$ cat config.mk
export PLATFORM = sky130hd
export DESIGN_NAME = vedic_mult_seq
export DESIGN_NICKNAME = d
export VERILOG_FILES = /design/src/rtl/vedic_pkg.sv /design/src/rtl/vedic_mult_half.sv /design/src/rtl/vedic_mult_seq.sv
export SDC_FILE = /design/constraint.sdc
export NUM_CORES = 1
export LEC_CHECK = 0
export ABC_AREA = 1
export CAP_MARGIN = 30
export CORE_MARGIN = 10
export CORE_UTILIZATION = 55
export DETAILED_ROUTE_END_ITERATION = 7
export PLACE_DENSITY = 0.8
export SYNTH_ARGS = -nofsm -noshare
export SYNTH_HDL_FRONTEND = slang
export SYNTH_SLANG_ARGS = --single-unit
$ cat constraint.sdc
create_clock -name clk -period 4.75 [get_ports clk]
set_input_delay 0.475 -clock clk [delete_from_list [all_inputs] [get_ports clk]]
set_output_delay 0.475 -clock clk [all_outputs]
set_load 0.02 [all_outputs]
$ cat src/rtl/vedic_pkg.sv
// vedic_pkg: shared state encoding and partial-product shift table for the sequential Vedic multiplier
package vedic_pkg;
  typedef enum logic [1:0] {IDLE, CALC, DONE} state_t;
  localparam int STEPS = 4;
  function automatic int shift_of(input logic [1:0] step, input int half);
    return step == 2'd0 ? 0 : step == 2'd3 ? 2 * half : half;
  endfunction
endpackage

$ cat src/rtl/vedic_mult_half.sv
// vedic_mult_half: combinational HALF x HALF Urdhva-Tiryagbhyam (vertical and crosswise) multiplier
module vedic_mult_half #(
  parameter int HALF = 4
) (
  input  logic [HALF-1:0]   x,
  input  logic [HALF-1:0]   y,
  output logic [2*HALF-1:0] p
);
  always_comb begin
    p = '0;
    for (int i = 0; i < HALF; i++)
      for (int j = 0; j < HALF; j++)
        p = p + ((2*HALF)'(x[i] & y[j]) << (i + j));
  end
endmodule

$ cat src/rtl/vedic_mult_seq.sv
// vedic_mult_seq: iterative WIDTH x WIDTH multiplier, one HALF x HALF partial product per cycle
module vedic_mult_seq
  import vedic_pkg::*;
#(
  parameter int WIDTH = 8
) (
  input  logic                 clk,
  input  logic                 rst,
  input  logic                 in_valid,
  output logic                 in_ready,
  input  logic [WIDTH-1:0]     a,
  input  logic [WIDTH-1:0]     b,
  output logic                 out_valid,
  input  logic                 out_ready,
  output logic [2*WIDTH-1:0]   product
);
  localparam int HALF = WIDTH / 2;
  state_t state, state_n;
  logic [1:0] step;
  logic [WIDTH-1:0] ra, rb;
  logic [2*WIDTH-1:0] acc;
  logic [HALF-1:0] x, y;
  logic [2*HALF-1:0] pp;
  // step[0] selects the high half of a, step[1] the high half of b
  assign x = step[0] ? ra[WIDTH-1:HALF] : ra[HALF-1:0];
  assign y = step[1] ? rb[WIDTH-1:HALF] : rb[HALF-1:0];
  vedic_mult_half #(.HALF(HALF)) u_half (.x(x), .y(y), .p(pp));
  assign in_ready  = state == IDLE;
  assign out_valid = state == DONE;
  assign product   = out_valid ? acc : '0;
  always_comb begin
    state_n = state;
    state_n = state == IDLE ? (in_valid ? CALC : IDLE)
            : state == CALC ? (step == 2'(STEPS - 1) ? DONE : CALC)
            : (out_ready ? IDLE : DONE);
  end
  always_ff @(posedge clk) begin
    if (rst) begin
      state <= IDLE;
      step  <= '0;
      ra    <= '0;
      rb    <= '0;
      acc   <= '0;
    end else begin
      state <= state_n;
      if (state == IDLE && in_valid) begin
        ra   <= a;
        rb   <= b;
        acc  <= '0;
        step <= '0;
      end
      if (state == CALC) begin
        acc  <= acc + ((2*WIDTH)'(pp) << shift_of(step, HALF));
        step <= step + 2'd1;
      end
    end
  end
endmodule
Word-level counts from Yosys, hierarchy flattened:

Cells that the tools add are included.

* bits of input ports: 20
* logic and storage cells: 60
* register bits: 36

* bitwise operators: 16
* $add $sub $neg: 17
* shift-type cells: 1
* reduce and logical (&&, ||, !) cells: 4
* equal/unequal tests: 3
* muxes and demuxes: 14

Operators by type and width (number)
* adder 8 bit: 11
* two-way mux 16 bit: 3
* adder 16 bit: 1
* adder 8 x 5 -> 8 bit: 2
* AND 1 bit: 16
* two-way mux 4 bit: 4
* left shift 8 x 4 -> 16 bit: 1
* two-way mux 2 bit: 6
* adder 8 x 6 -> 8 bit: 1
* adder 8 x 7 -> 8 bit: 1
* == test 2 bit (second input constant): 2
* logical NOT 2 bit: 2
* adder 2 x 1 -> 2 bit (second input constant): 1
* == test 2 x 1 -> 1 bit (second input constant): 1
* nonzero test 2 bit: 1
* logical AND 1 bit: 1
* two-way mux 1 bit: 1

Longest topological paths before layout:

* depth in word-level cells: 20
* gate-level depth with buffers: 27
* mapped depth without buffers: 27

By module:

From an unflattened synthesis, not the netlist that was laid out.

* cells, all modules: 503
* area, all modules: 3059.2 um^2

By module, submodules not included
* vedic_mult_seq: sequential area each 720.7 um^2, cells an instance 438, area an instance 2622.5 um^2, times used 1
* vedic_mult_half: sequential area each 0.0 um^2, cells an instance 65, area an instance 436.7 um^2, times used 1

Worst setup path before layout:

Ideal clock, no wire load.

* kind: reg-to-reg
* start: reg step[0]
* end: reg acc[15]
* arrival: 4.082 ns
* path buffers: 1
* data required time: 4.630 ns
* cell stages (with the launch flop): 26
* path slack: 0.548 ns
* library setup time: 0.120 ns
* cells stage by stage: dfxtp_1 > buf_2 > o21ai_0 > nor2_1 > fa_1 > inv_1 > fa_1 > inv_1 > ha_1 > fa_1 > nand2_1 > nand2_1 > nand3_1 > nand3_1 > nand2_1 > nor2_1 > ha_1 > nand2_1 > inv_1 > nand2_1 > nor3_1 > nand2_1 > nand3_1 > nand3_1 > nand3_1 > a21oi_1

* cells in the longest elaborated chain, start to end: 20
* elaborated cells on any way between the ends: 39

RTL lines
* start: declaration: RTL line vedic_mult_seq.sv:19 `logic [1:0] step;`
* start signal: assignment: RTL line vedic_mult_seq.sv:54 `step <= step + 2'd1;`
* two-way mux 4 bit: RTL line vedic_mult_seq.sv:25 `assign x = step[0] ? ra[WIDTH-1:HALF] : ra[HALF-1:0];`
* AND 1 bit: RTL line vedic_mult_half.sv:13 `p = p + ((2*HALF)'(x[i] & y[j]) << (i + j));`
* adder 8 bit (9 in series): RTL line vedic_mult_half.sv:13
* adder 8 x 5 -> 8 bit: RTL line vedic_mult_half.sv:13
* adder 8 bit (2 in series): RTL line vedic_mult_half.sv:13
* adder 8 x 5 -> 8 bit: RTL line vedic_mult_half.sv:13
* adder 8 x 6 -> 8 bit: RTL line vedic_mult_half.sv:13
* adder 8 x 7 -> 8 bit: RTL line vedic_mult_half.sv:13
* left shift 8 x 4 -> 16 bit *: RTL line vedic_mult_seq.sv:53 `acc <= acc + ((2*WIDTH)'(pp) << shift_of(step, HALF));`
* adder 16 bit *: RTL line vedic_mult_seq.sv:53
* two-way mux 16 bit *: RTL line vedic_mult_seq.sv:52 `if (state == CALC) begin`
* end signal: assignment: RTL line vedic_mult_seq.sv:53
* end: declaration: RTL line vedic_mult_seq.sv:21 `logic [2*WIDTH-1:0] acc;`

Every way passes the cells marked *; elsewhere a longest branch is shown, timed or not.
A chain may end at the register's enable or synchronous reset.

Worst setup path after layout:

* start: reg step[1]
* end: reg acc[15]

* cells in the longest elaborated chain, start to end: 20
* elaborated cells on any way between the ends: 39

RTL lines
* two-way mux 4 bit: RTL line vedic_mult_seq.sv:26 `assign y = step[1] ? rb[WIDTH-1:HALF] : rb[HALF-1:0];`
* AND 1 bit: RTL line vedic_mult_half.sv:13
* adder 8 bit (9 in series): RTL line vedic_mult_half.sv:13
* adder 8 x 5 -> 8 bit: RTL line vedic_mult_half.sv:13
* adder 8 bit (2 in series): RTL line vedic_mult_half.sv:13
* adder 8 x 5 -> 8 bit: RTL line vedic_mult_half.sv:13
* adder 8 x 6 -> 8 bit: RTL line vedic_mult_half.sv:13
* adder 8 x 7 -> 8 bit: RTL line vedic_mult_half.sv:13
* left shift 8 x 4 -> 16 bit *: RTL line vedic_mult_seq.sv:53
* adder 16 bit *: RTL line vedic_mult_seq.sv:53
* two-way mux 16 bit *: RTL line vedic_mult_seq.sv:52

Marked as above.

==> reports/results.tsv <==
metric	value	unit
status	complete, no violations	
Worst Min Path Start	rb[4]	
sequence of cells on the critical path	o21ai_1 -> nor2_1 -> fa_1 -> inv_1 -> fa_1 -> inv_1 -> ha_1 -> fa_1 -> nand2_1 -> nand2_1 -> nand3_1 -> nand3_1 -> nand2_1 -> nor2_1 -> ha_4 -> nand2_1 -> inv_1 -> nand2_1 -> nor3_1 -> nand2_1 -> nand3_1 -> nand3_1 -> nand3_1 -> a21oi_1	
Final Max Tran Viols	0	
Rows	26	
WHS Endpoint	rb[4]	
Largest stage delay, worst path	0.54	ns
post-synthesis sequential area ratio	25.2	%
Die Y	92.1	µm
Critical Path RT	4.90	ns
drt first pass iters	6	
post-DR wirelength/cell	13.7	µm
Post-DRT Antenna Nets	0	
routability congestion estimate	1.02	
unrepaired setup endpoints after global routing	no	
worst hold path class	reg -> reg	
Critical-path top delay cell	fa_1	
PwrDens	253	nW/µm²
global-route wire length before repair	12300	µm
Worst R2R Setup Slack	0.31	ns
final setup TNS	0	ns
Fmax	225	MHz
critical path class	reg -> reg	
Residual DRC	0	
R2R cell count	24	
Tmin final	4.44	ns
most common cell after layout, fill and taps aside	nor2_1	
synth warn	0	
area growth from synthesis to layout	19.1	%
non-filler cells, final	535	
FF-to-FF End	acc[15]	
initial DRC count	258	
Horiz. Die Dim	92.1	µm
FF-to-FF Start	step[1]	
Final Total Pwr	0.860	mW
CTS tree	built	
Ports	38	
library cells used by synthesis	32	
vias per cell	5.33	
CP Data Arrival Time	4.59	ns
vias in the first global route	2726	
overall routing resource usage	17.2	%
core area	5070	µm²
Crit path max-delay family	adder cells	
fin crit share	93.5	%
Post-DP HPWL	5630	µm
CTS clk-pin slew, worst paths	0.08	ns
syn avg cell area	6.59	µm²
CTS buffer count	5	
VDD IR max	168	µV
Buf/Inv on CP	3	
die area	8470	µm²
Final Setup Violations	0	
Synth Cell Area	2860	µm²
cells after synthesis	433	
worst-margin pin slew	0.891	ns
worst-skew pair later-pin latency	0.30	ns
most frequent cells in the layout	nor2_1 (80), nand2_1 (79), inv_1 (44)	
Post-Route WL	7320	µm
leakage	1.50	nW
initial antenna violation count	0	
CP endpoint kind	flop	
Initial Util	56.3	%
fill count	467	
largest net degree at the start of global routing	24	
placed cell area	3250	µm²
hold path depth	2	
design area	3400	µm²
Root Buffer Master	clkbuf_8	
postcts setup bufs	0	
Final Hold Viols	0	
minimum hold slack	0.480	ns
normalized max-slew margin	40.4	%
Port Buffers	37	
#FFs+latches synth	36	
max-cap viol count	0	
Placed Instances	527	
CTS H-Tree Depth	2	
via count	2854	
Mapped Nets	485	
remaining global-route overflow	0	
Worst Skew	0.00830	ns
# nets final	516	
most numerous cell on the critical path	nand2_1	
Startpoint Class	flop	
cts hold-fix bufs	0	
CTS sink count	36	
cells resized by post-CTS repair	0	
CTS Buffer Depth	2	
CP Max Fanout	9	
share of cells above drive strength 1	8.60	%
number of diodes	0	
## cell usage after synthesis, drive strengths merged
cell,n,share of area (%)
nand2,87,12
nor2,81,11
inv,48,6.3
a21oi,44,8.0
o21ai,38,6.7
dfxtp,36,25
nand3,28,5.3
ha,26,11
buf,9,2.0
fa,6,4.2
or2,6,1.4
clkbuf,5,0.66
mux2i,4,1.4
nand3b,4,1.5
a21o,3,0.79
nand4,2,0.44
xor2,2,0.61
a2111oi,1,0.31
nor3,1,0.18
o21a,1,0.26
o21bai,1,0.39
## state kept, by name, indices dropped and copies added, names as in the netlist
register  flops
ra            8
rb            8
state         2
acc          16
step          2
## report_power, final
| group | switching [mW] | internal (mW) | total [mW] |
|---|---|---|---|
| Combinational | 0.155 | 0.0894 | 0.244 |
| Clock | 0.121 | 0.155 | 0.276 |
| Sequential | 0.0161 | 0.324 | 0.340 |
| Total | 0.292 | 0.569 | 0.860 |
## final cells by class
cell class / instances / area, µm² / share of cell area [%]
clock inverters: 3 / 42.5 / 1.25
flip-flops and latches: 36 / 728 / 21.4
inverters: 48 / 180 / 5.30
multi-input cells: 335 / 1910 / 56.3
repair buffers: 38 / 378 / 11.1
clock buffers: 5 / 68.8 / 2.02
well taps: 70 / 87.6 / 2.58
## per-stage QoR
step	worst slack, ns	util [%]
2_1_floorplan	0.548	-
3_3_place_gp	0.265	64.0
3_5_place_dp	0.122	64.0
4_1_cts	0.115	66.1
5_1_grt	0.0426	67.0
6_report	0.311	67.0
## routing by layer
layer / routed length [µm] / track usage (%)
met5: 0 / 0
met4: 158 / 6.56
met3: 542 / 4.32
met2: 3330 / 27.9
met1: 3290 / 21.3
## kinds of logic (layout without fill, tap and decap cells)
group,count (synthesis),after routing,synth area share (%)
AOI/OAI and AO/OA,88,88,16.4
xor gates and xnor gates,2,2,0.614
adders and majority gates,32,32,15.6
buffers and inverters,62,94,8.94
DFF,36,36,25.2
muxes,4,4,1.40
and+or+nand+nor,209,209,31.8
## how the worst max path moves through the flow
stage | endpoint | cells past startpoint | start | slack (ns)
floorplan | acc[15] | 25 | step[0] | 0.55
global placement | acc[11] | 21 | step[1] | 0.27
detailed placement | acc[15] | 24 | step[1] | 0.12
CTS | acc[15] | 24 | step[1] | 0.11
global route | acc[11] | 22 | step[1] | 0.04
finish | acc[15] | 24 | step[1] | 0.31
## worst reg2reg max path, delay by kind of cell, from the launching register on
kind                     cells  cell delay (ns)
AND/OR/NAND/NOR             14             1.32
buffers and inverters        3             0.20
AO/OA/AOI/OAI                2             0.39
adder cells (fa/ha/maj)      5             1.99
flip-flops                   1             0.39
Note: power is estimated with default switching activity, not from simulation.
